===== config.mk =====
export PLATFORM = sky130hd
export DESIGN_NAME = multicycle_cpu_core_flat
export DESIGN_NICKNAME = d
export VERILOG_FILES = /design/src/rtl/cpu_pkg.sv /design/src/rtl/multicycle_cpu_core_if.sv /design/src/rtl/cpu_alu.sv /design/src/rtl/multicycle_cpu_core.sv /design/src/flat_wrapper.sv
export SDC_FILE = /design/constraint.sdc
export NUM_CORES = 1
export LEC_CHECK = 0
export CAP_MARGIN = 15
export CORE_UTILIZATION = 35
export DETAILED_ROUTE_END_ITERATION = 12
export PLACE_DENSITY = 0.56
export SLEW_MARGIN = 20
export SYNTH_ARGS = -nofsm -noshare
export SYNTH_HDL_FRONTEND = slang
export SYNTH_SLANG_ARGS = --single-unit

===== constraint.sdc =====
create_clock -name clk -period 16.75 [get_ports clk]
set_input_delay 3.35 -clock clk [delete_from_list [all_inputs] [get_ports clk]]
set_output_delay 3.35 -clock clk [all_outputs]
set_load 0.01 [all_outputs]

===== src/rtl/cpu_pkg.sv =====
// Shared definitions for the multi-cycle core: opcodes, FSM states and
// instruction field positions.
package cpu_pkg;

  typedef logic [4:0] opcode_t;

  localparam opcode_t OP_NOP  = 5'd0;
  localparam opcode_t OP_ADD  = 5'd1;
  localparam opcode_t OP_SUB  = 5'd2;
  localparam opcode_t OP_AND  = 5'd3;
  localparam opcode_t OP_OR   = 5'd4;
  localparam opcode_t OP_XOR  = 5'd5;
  localparam opcode_t OP_SHL  = 5'd6;
  localparam opcode_t OP_SHR  = 5'd7;
  localparam opcode_t OP_LD   = 5'd8;
  localparam opcode_t OP_ST   = 5'd9;
  localparam opcode_t OP_BEQ  = 5'd10;
  localparam opcode_t OP_BNE  = 5'd11;
  localparam opcode_t OP_JMP  = 5'd12;
  localparam opcode_t OP_IN   = 5'd13;
  localparam opcode_t OP_OUT  = 5'd14;
  localparam opcode_t OP_HALT = 5'd15;

  typedef enum logic [2:0] {
    S_FETCH,
    S_DECODE,
    S_EXECUTE,
    S_MEM,
    S_HALT
  } state_t;

  localparam int OP_HI    = 31;
  localparam int OP_LO    = 27;
  localparam int DEST_LO  = 22;
  localparam int SRC1_LO  = 17;
  localparam int IMMF_BIT = 16;
  localparam int SRC2_LO  = 11;
  localparam int IMM_HI   = 15;
  localparam int IMM_LO   = 0;

  // ALU opcodes that write dest and update the flags (NOP excluded).
  function automatic logic is_alu_op(opcode_t op);
    return (op >= OP_ADD) && (op <= OP_SHR);
  endfunction

endpackage


===== src/rtl/multicycle_cpu_core_if.sv =====
// Data-memory request/ready bus between the core (master) and the data
// memory (slave).
interface multicycle_cpu_core_if #(
  parameter int DATA_W  = 16,
  parameter int DADDR_W = 8
) ();
  logic               dmem_req;
  logic               dmem_we;
  logic [DADDR_W-1:0] dmem_addr;
  logic [DATA_W-1:0]  dmem_wdata;
  logic [DATA_W-1:0]  dmem_rdata;
  logic               dmem_ready;

  modport master (
    output dmem_req, dmem_we, dmem_addr, dmem_wdata,
    input  dmem_rdata, dmem_ready
  );

  modport slave (
    input  dmem_req, dmem_we, dmem_addr, dmem_wdata,
    output dmem_rdata, dmem_ready
  );
endinterface


===== src/rtl/cpu_alu.sv =====
// Combinational ALU: add/sub with carry and signed overflow, logic ops and
// shifts, plus zero/sign of the result.
module cpu_alu
  import cpu_pkg::*;
#(
  parameter int DATA_W = 16
) (
  input  opcode_t           op,
  input  logic [DATA_W-1:0] a,
  input  logic [DATA_W-1:0] b,
  output logic [DATA_W-1:0] result,
  output logic              carry,
  output logic              zero,
  output logic              overflow,
  output logic              sign
);
  localparam int SH_W = $clog2(DATA_W);
  localparam int MSB  = DATA_W - 1;
  localparam logic [DATA_W:0] ONE = {{DATA_W{1'b0}}, 1'b1};

  logic [DATA_W:0] sum;
  logic [DATA_W:0] shl_ext;
  logic [SH_W-1:0] shamt;

  always_comb begin
    // NOTE: every variable gets a default before the case so no path can
    // leave one unassigned, which would otherwise infer a latch.
    shamt    = b[SH_W-1:0];
    sum      = '0;
    shl_ext  = '0;
    result   = '0;
    carry    = 1'b0;
    overflow = 1'b0;
    case (op)
      OP_ADD: begin
        sum      = {1'b0, a} + {1'b0, b};
        result   = sum[MSB:0];
        carry    = sum[DATA_W];
        overflow = (a[MSB] == b[MSB]) && (result[MSB] != a[MSB]);
      end
      OP_SUB: begin
        // carry is the raw carry-out of a + ~b + 1, so 0 signals a borrow
        sum      = {1'b0, a} + {1'b0, ~b} + ONE;
        result   = sum[MSB:0];
        carry    = sum[DATA_W];
        overflow = (a[MSB] != b[MSB]) && (result[MSB] != a[MSB]);
      end
      OP_AND: result = a & b;
      OP_OR:  result = a | b;
      OP_XOR: result = a ^ b;
      OP_SHL: begin
        shl_ext = {1'b0, a} << shamt;
        result  = shl_ext[MSB:0];
        carry   = shl_ext[DATA_W];
      end
      OP_SHR: result = a >> shamt;
      default: ;
    endcase
    zero = (result == '0);
    sign = result[MSB];
  end

endmodule


===== src/rtl/multicycle_cpu_core.sv =====
// Multi-cycle FETCH/DECODE/EXECUTE/MEM processor with register file, flags,
// branches, request/ready data memory access, I/O port and halt.
module multicycle_cpu_core
  import cpu_pkg::*;
#(
  parameter int DATA_W   = 16,
  parameter int NUM_REGS = 32,
  parameter int PC_W     = 8,
  parameter int DADDR_W  = 8
) (
  input  logic                  clk,
  input  logic                  reset,
  output logic [PC_W-1:0]       imem_addr,
  input  logic [31:0]           imem_rdata,
  multicycle_cpu_core_if.master dmem,
  input  logic [DATA_W-1:0]     in_data,
  output logic [DATA_W-1:0]     out_data,
  output logic                  out_valid,
  output logic [3:0]            flags,
  output logic                  halted,
  output logic                  illegal
);
  localparam int RIDX_W = $clog2(NUM_REGS);

  state_t            state_q, state_d;
  logic [PC_W-1:0]   pc_q, pc_inc, target;
  logic [31:0]       ir_q;
  logic [DATA_W-1:0] regs [NUM_REGS];

  opcode_t           op;
  logic [RIDX_W-1:0] dest_idx, src1_idx, src2_idx;
  logic signed [15:0] imm_s;
  logic [DATA_W-1:0] imm_ext, src1_val, src2_val, op_b, addr_sum;
  logic [DATA_W-1:0] alu_result, wb_data;
  logic              alu_carry, alu_zero, alu_ovf, alu_sign, wb_en;

  assign op       = ir_q[OP_HI:OP_LO];
  assign dest_idx = ir_q[DEST_LO +: RIDX_W];
  assign src1_idx = ir_q[SRC1_LO +: RIDX_W];
  assign src2_idx = ir_q[SRC2_LO +: RIDX_W];
  assign imm_s    = ir_q[IMM_HI:IMM_LO];
  assign imm_ext  = DATA_W'(imm_s);

  // Operands are read from IR while it is stable through EXECUTE and MEM.
  assign src1_val = (src1_idx == '0) ? '0 : regs[src1_idx];
  assign src2_val = (src2_idx == '0) ? '0 : regs[src2_idx];
  assign op_b     = ir_q[IMMF_BIT] ? imm_ext : src2_val;
  assign addr_sum = src1_val + imm_ext;
  assign pc_inc   = pc_q + PC_W'(1);
  assign target   = ir_q[PC_W-1:0];

  assign imem_addr     = pc_q;
  assign dmem.dmem_req = (state_q == S_MEM);
  assign halted        = (state_q == S_HALT);

  cpu_alu #(.DATA_W(DATA_W)) u_alu (
    .op       (op),
    .a        (src1_val),
    .b        (op_b),
    .result   (alu_result),
    .carry    (alu_carry),
    .zero     (alu_zero),
    .overflow (alu_ovf),
    .sign     (alu_sign)
  );

  always_ff @(posedge clk) begin
    // NOTE: sequential state uses <= so every register samples pre-edge values.
    if (!reset) state_q <= S_FETCH;
    else        state_q <= state_d;
  end

  always_comb begin
    state_d = state_q;
    case (state_q)
      S_FETCH:   state_d = S_DECODE;
      S_DECODE:  state_d = S_EXECUTE;
      S_EXECUTE: begin
        if (op[4] || op == OP_HALT)       state_d = S_HALT;
        else if (op == OP_LD || op == OP_ST) state_d = S_MEM;
        else                              state_d = S_FETCH;
      end
      S_MEM:     if (dmem.dmem_ready) state_d = S_FETCH;
      S_HALT:    state_d = S_HALT;
      default:   state_d = S_FETCH;
    endcase
  end

  always_comb begin
    wb_en   = 1'b0;
    wb_data = alu_result;
    if (state_q == S_EXECUTE && (is_alu_op(op) || op == OP_IN)) begin
      wb_en = 1'b1;
      if (op == OP_IN) wb_data = in_data;
    end else if (state_q == S_MEM && dmem.dmem_ready && !dmem.dmem_we) begin
      wb_en   = 1'b1;
      wb_data = dmem.dmem_rdata;
    end
  end

  always_ff @(posedge clk) begin
    if (!reset) begin
      pc_q            <= '0;
      ir_q            <= '0;
      flags           <= '0;
      out_data        <= '0;
      out_valid       <= 1'b0;
      illegal         <= 1'b0;
      dmem.dmem_we    <= 1'b0;
      dmem.dmem_addr  <= '0;
      dmem.dmem_wdata <= '0;
      // NOTE: the register file is cleared on reset, so it is built from
      // flops rather than a RAM macro.
      for (int i = 0; i < NUM_REGS; i++) regs[i] <= '0;
    end else begin
      out_valid <= 1'b0;
      if (wb_en && dest_idx != '0) regs[dest_idx] <= wb_data;
      case (state_q)
        S_DECODE: ir_q <= imem_rdata;
        S_EXECUTE: begin
          if (is_alu_op(op)) flags <= {alu_carry, alu_zero, alu_ovf, alu_sign};
          case (op)
            OP_LD, OP_ST: begin
              dmem.dmem_we    <= (op == OP_ST);
              dmem.dmem_addr  <= DADDR_W'(addr_sum);
              dmem.dmem_wdata <= src2_val;
            end
            OP_BEQ:  pc_q <= flags[2] ? target : pc_inc;
            OP_BNE:  pc_q <= flags[2] ? pc_inc : target;
            OP_JMP:  pc_q <= target;
            OP_OUT: begin
              out_data  <= src1_val;
              out_valid <= 1'b1;
              pc_q      <= pc_inc;
            end
            OP_HALT: ;
            OP_NOP:  pc_q <= pc_inc;
            default: begin
              if (op[4]) illegal <= 1'b1;
              else       pc_q <= pc_inc;
            end
          endcase
        end
        S_MEM: if (dmem.dmem_ready) pc_q <= pc_inc;
        default: ;
      endcase
    end
  end

endmodule


===== src/flat_wrapper.sv =====
// flat-port wrapper written by rule: the top's interface ports become plain ports
module multicycle_cpu_core_flat import cpu_pkg::*;
#(
  parameter int DATA_W   = 16,
  parameter int NUM_REGS = 32,
  parameter int PC_W     = 8,
  parameter int DADDR_W  = 8
)
  (clk, reset, imem_addr, imem_rdata, in_data, out_data, out_valid, flags, halted, illegal, dmem_dmem_req, dmem_dmem_we, dmem_dmem_addr, dmem_dmem_wdata, dmem_dmem_rdata, dmem_dmem_ready);
  multicycle_cpu_core_if #(.DATA_W(DATA_W), .DADDR_W(DADDR_W)) dmem_i ();
  input  logic clk;
  input  logic reset;
  output logic [PC_W-1:0] imem_addr;
  input  logic [31:0] imem_rdata;
  input  logic [DATA_W-1:0] in_data;
  output logic [DATA_W-1:0] out_data;
  output logic out_valid;
  output logic [3:0] flags;
  output logic halted;
  output logic illegal;
  output wire logic [$bits(dmem_i.dmem_req)-1:0] dmem_dmem_req;
  output wire logic [$bits(dmem_i.dmem_we)-1:0] dmem_dmem_we;
  output wire logic [$bits(dmem_i.dmem_addr)-1:0] dmem_dmem_addr;
  output wire logic [$bits(dmem_i.dmem_wdata)-1:0] dmem_dmem_wdata;
  input wire logic [$bits(dmem_i.dmem_rdata)-1:0] dmem_dmem_rdata;
  input wire logic [$bits(dmem_i.dmem_ready)-1:0] dmem_dmem_ready;
  assign dmem_dmem_req = dmem_i.dmem_req;
  assign dmem_dmem_we = dmem_i.dmem_we;
  assign dmem_dmem_addr = dmem_i.dmem_addr;
  assign dmem_dmem_wdata = dmem_i.dmem_wdata;
  assign dmem_i.dmem_rdata = dmem_dmem_rdata;
  assign dmem_i.dmem_ready = dmem_dmem_ready;
  multicycle_cpu_core #(.DATA_W(DATA_W), .NUM_REGS(NUM_REGS), .PC_W(PC_W), .DADDR_W(DADDR_W)) u_core (.clk(clk), .reset(reset), .imem_addr(imem_addr), .imem_rdata(imem_rdata), .dmem(dmem_i), .in_data(in_data), .out_data(out_data), .out_valid(out_valid), .flags(flags), .halted(halted), .illegal(illegal));
endmodule

==> Word level (Yosys, flattened, before mapping) <==
Memory sizes are Yosys's and may differ from the RTL's. A register that Yosys moved wholly into a read port is not among the register bits.
Cells that the tools add are included.
{ "word_totals": {"register_bits": 90, "mem_bits_rw": 512, "in_bits": 67, "output_inout_bits": 57, "wordCells": 113, "mem_count": 1} }
{ "classes": {"add_sub_neg": 5, "magnitude_cmp": 2, "n_eq_ne": 26, "shifts": 2, "muxes": 33, "bitwise_logic": 5, "n_reduce_logical": 29} }
{ "memory_table": {"columns": ["memory", "depth", "word_bits", "read_ports", "rd_ports_with_merged_regs", "write_ports", "line", "rtl"], "rows": [
  ["u_core.regs", 32, 16, 2, 2, 32, "multicycle_cpu_core.sv:28", "logic [DATA_W-1:0] regs [NUM_REGS];"]
]} }
{ "op_table": {"columns": ["cell", "count"], "rows": [
  ["$mux 16", 7],
  ["$pmux 16 s7", 1],
  ["$eq 5x4->1 const B", 8],
  ["$pmux 8 s5", 1],
  ["$add 16x16->17", 2],
  ["$mux 8", 4],
  ["$mux 5", 5],
  ["$eq 5x3->1 const B", 4],
  ["$add 17x1->17 const B", 1],
  ["$shl 16x4->17", 1],
  ["$and 16x16->16", 1],
  ["$logic_not 16->1", 1],
  ["$not 16->16", 1],
  ["$or 16x16->16", 1],
  ["$pmux 8 s2", 1],
  ["$reduce_or 16->1", 1],
  ["$shr 16x4->16", 1],
  ["$xor 16x16->16", 1],
  ["$logic_not 5->1", 3],
  ["$pmux 3 s5", 1],
  ["$eq 5x2->1 const B", 2],
  ["$add 8x1->8 const B", 1],
  ["$add 8x8->8", 1],
  ["$mux 1", 8],
  ["other kinds (28)", 44]
]} }

==> Longest topological paths before layout <==
{ "logic_depth": {"word_depth": 11, "ltp_mapped": 29, "depth_no_buf": 21} }

==> Hierarchy <==
A second synthesis with hierarchy kept.
{ "hier_totals": {"cells_unflattened": 2734, "hier_area_um2": 34317.9} }
{ "modules_own_cells": {"columns": ["mod", "instances", "cells_each", "area_each_um2", "seq_area_each_um2"], "rows": [
  ["multicycle_cpu_core", 1, 2158, 30305.3, 17376.7],
  ["cpu_alu", 1, 576, 4012.6, 0.0]
]} }

==> Least setup slack after synthesis <==
No wires, ideal clock.
{ "synth_path": {"path_kind": "reg2reg", "start": "reg (tool-made name)", "end": "mem u_core.regs[12][15], data pin", "setup_time_ns": 0.265, "arrival_ns": 5.704, "required_ns": 16.485, "path_slack_ns": 10.781, "path_stages_with_launch": 24, "n_path_buf": 6, "synth_period_minus_slack_ns": 5.969, "path_cell_list": "dfxtp_1 buf_6 buf_12 buf_6 clkbuf_1 buf_1 mux4_2 mux4_2 mux2i_1 nor2_1 mux2i_1 ha_1 a21oi_1 o21ai_0 or3_1 o211ai_1 a21oi_1 or2_2 a31o_2 a221oi_1 o211ai_1 o21ai_1 clkbuf_1 nor2_1"} }
{ "synth_rtl": {"columns": ["item", "line"], "rows": [
  ["end, declared", "multicycle_cpu_core.sv:28"]
]} }

==> qor.csv <==
metric,value,unit
outcome,"complete, no violations",
ir_drop,0.0732,mV
slew_viol_final,0,
cp-endpoint,u_core.regs[1][6],
rsz0062_at_grt,false,
maxSlewHeadroom,17.7,%
final_common_cell,nor2_1,
layout_min_cycle_time,8.29,ns
cpMostUsedCell,nor2_1,
crit_type,reg2reg,
grt_pass1_vias,25100,
finClkSkew,0.0323,ns
yosys_warnings,0,
reg2reg_to,u_core.regs[1][6],
synthCells,3023,
gp_congestion,0.964,
n_fill_cell,9416,
drt-total-wl,130,mm
finalWorstSetupSlack,8.46,ns
wire_per_inst,29.6,um
fp.dieH,319,um
finalHoldViolations,0,
cts_setup_buffers,0,
yosysTopAreaCell,edfxtp_1,
path_max_fanout,47,
synth_edf_count,512,
nets,3179,
antenna_left,0,
fmax,121,MHz
ys_seq_area_share,49.5,%
syn-cell-area,35100,um2
period_share,49.5,%
drv_cap,0,
viasPerCell,6.07,
postLayoutCoreUtil,40.1,%
die_area,102000,um2
grt_pass1_wl,185,mm
arrival,8.62,ns
place_hpwl,88.7,mm
seqPwrFrac,37.9,%
root_buffer,clkbuf_16,
syn_to_final_growth,13.1,%
drt-initial-drc-count,3521,
yosysTopAreaCellShare,43.8,%
hold_buffers,0,
grt-ovfl-total,0,
rows,115,
antenna_cells,0,
antenna_found_initial,2,
cts-resized-gates,0,
p_per_area,117,nW/um2
startpoint_type,flip-flop,
fin_setup_tns,0,ns
p_int,3.03,mW
tightestPinTransition,1.23,ns
cts_made_buffers,71,
die_width,319,um
placed_cell_area,37300,um2
switching_share,34.8,%
io_pins,124,
worst_ep_required_time,17.08,ns
portBuffers,123,
grt_max_degree,94,
numClockSinks,612,
drive_gt1_share,17.5,%
layout_common_cells,"nor2_1, edfxtp_1, nand2_1",
setup_violations,0,
core,98900,um2
cp-end-kind,flip-flop,
slowest_delay,1.03,ns
clk_pin_slew_worst_paths,0.06,ns
p_leak,13.2,nW
vias,26700,
firstDrtPassIters,6,
synth-seq-cells,612,
ys.flop_type,edfxtp_1,
worst_hold_path_type,reg2reg,
floorplan.initialDensity,35.5,%
syn_avg_cell_area,11.6,um2
combPwrFrac,27.7,%
yosys.cell_types.count,95,
switchingPower,1.62,mW
final_area,39700,um2
clk_latency,0.63,ns
async_flop_share,0,%
drc,0,
crit_path_top_delay_cell,nor2b_1,
path_cells,"buf_4, nor2b_1, a22oi_1, a21oi_1, o41a_2, buf_4, inv_4, ha_1, inv_1, fa_1, o21ba_2, o21ai_0, a21oi_1, nor2_1, nor2_1, nor3_1, nor3_1, o221ai_1, nor4_1, a211oi_1, a21oi_4, nor2_1",
tritoncts,yes,
track_usage,25.0,%
r2r_cells,22,
place_ws,8.79,ns
clkPwrFrac,34.4,%
htreeDepth,3,
rrSetupSlack,8.46,ns
clockBufferDepth,3,
netlist_top_cells_area,"edfxtp_1, mux4_2, nor2_1, mux2i_1, dfxtp_1",
[worst max-delay path: cells and delay by family, from the launching register on]
family                   cells  cell delay [ns]
flip-flops                   1             0.61
AO/OA/AOI/OAI                9             3.08
adder cells (fa/ha/maj)      2             0.51
buffers and inverters        4             1.38
AND/OR/NAND/NOR              7             2.33
[metal layers]
layer  vias up  GRT usage [%]  part of all wire (%)
li1      11300              -                     -
met1     13600           34.5                    41
met2      1560           38.9                    46
met3       248           4.41                   9.4
met4         0           10.3                   4.5
met5         -              0                     0
[power groups by stage]
stage                     combinational, mW  clock (mW)  sequential, mW
after floorplan                       0.871           0            1.75
after CTS                              1.26        1.61            1.76
after detailed placement               1.26           0            1.79
after global routing                   1.35        1.67            1.76
final                                  1.29        1.60            1.76
after global placement                 1.26           0            1.79
[layout make-up]
type / count / area [um2] / area share (%)
Clock buffer: 90 / 1980 / 4.99
Sequential cell: 612 / 17400 / 43.8
Multi-Input combinational cell: 2117 / 16300 / 41.0
Timing Repair Buffer: 197 / 1810 / 4.57
Tap cell: 1287 / 1610 / 4.06
Clock inverter: 38 / 397 / 0.999
Inverter: 52 / 200 / 0.504
[state kept, by name (all words and copies together), names as in the netlist, 3 cells and up, named ones only]
| name | count |
|---|---|
| u_core.dmem.dmem_wdata | 16 |
| u_core.flags | 4 |
| u_core.dmem.dmem_addr | 8 |
| u_core.out_data | 16 |
| u_core.imem_addr | 8 |
| u_core.ir_q | 32 |
| u_core.regs | 512 |
| u_core.state_q | 3 |
[worst min-delay path by stage]
stage	from	end	slack [ns]	cells past startpoint
floorplan	u_core.ir_q[8]	u_core.ir_q[8]	0.43	2
global placement	u_core.out_data[12]	u_core.out_data[12]	0.44	2
detailed placement	u_core.out_data[12]	u_core.out_data[12]	0.44	2
CTS	u_core.out_data[12]	u_core.out_data[12]	0.45	2
global route	u_core.out_data[12]	u_core.out_data[12]	0.46	2
finish	u_core.out_data[12]	u_core.out_data[12]	0.45	2
[synth_stat cells, types with 7 or more instances]
| master | instances |
|---|---|
| and3_1 | 14 |
| edfxtp_1 | 512 |
| o21ai_0 | 47 |
| nand2b_1 | 13 |
| o22a_1 | 10 |
| o21bai_1 | 11 |
| nand3_1 | 36 |
| inv_1 | 46 |
| o221ai_1 | 12 |
| or2_2 | 9 |
| nor4_1 | 8 |
| nor2_1 | 558 |
| nor2b_1 | 18 |
| o32ai_1 | 9 |
| ha_1 | 58 |
| o22ai_1 | 29 |
| a211oi_1 | 16 |
| mux4_2 | 221 |
| a21o_1 | 14 |
| a221oi_1 | 7 |
| clkbuf_1 | 135 |
| buf_1 | 14 |
| nor3b_1 | 9 |
| dfxtp_1 | 100 |
| buf_6 | 32 |
| mux2_2 | 19 |
| o211ai_1 | 14 |
| buf_2 | 51 |
| mux2i_1 | 204 |
| a21oi_1 | 164 |
| nor3_1 | 32 |
| or3_1 | 9 |
| nor2_2 | 61 |
| o21ai_1 | 16 |
| and2_1 | 18 |
| buf_4 | 22 |
| xnor2_1 | 7 |
| nand2_1 | 284 |
| a22oi_1 | 64 |
[metrics by stage]
stage | total power [mW] | instances | hold slack [ns]
2_1_floorplan | 2.62 | 3038 | 0.433
3_3_place_gp | 3.05 | 4264 | 0.437
3_5_place_dp | 3.04 | 4264 | 0.443
4_1_cts | 4.63 | 4392 | 0.450
5_1_grt | 4.78 | 4393 | 0.462
6_report | 4.64 | 4393 | 0.449
[cells by family (layout without fill, tap and decap cells)]
logic type	after synthesis	after routing	share of synthesized area, %
DFF	612	612	49.5
and+or+nand+nor	1094	1094	13.5
AOI/OAI and AO/OA	488	488	9.25
buffers and inverters	309	377	4.52
muxes	448	448	20.8
other	1	16	0.0107
xor gates and xnor gates	10	10	0.250
adders and majority gates	61	61	2.24
(Power assumes the default switching activity.)
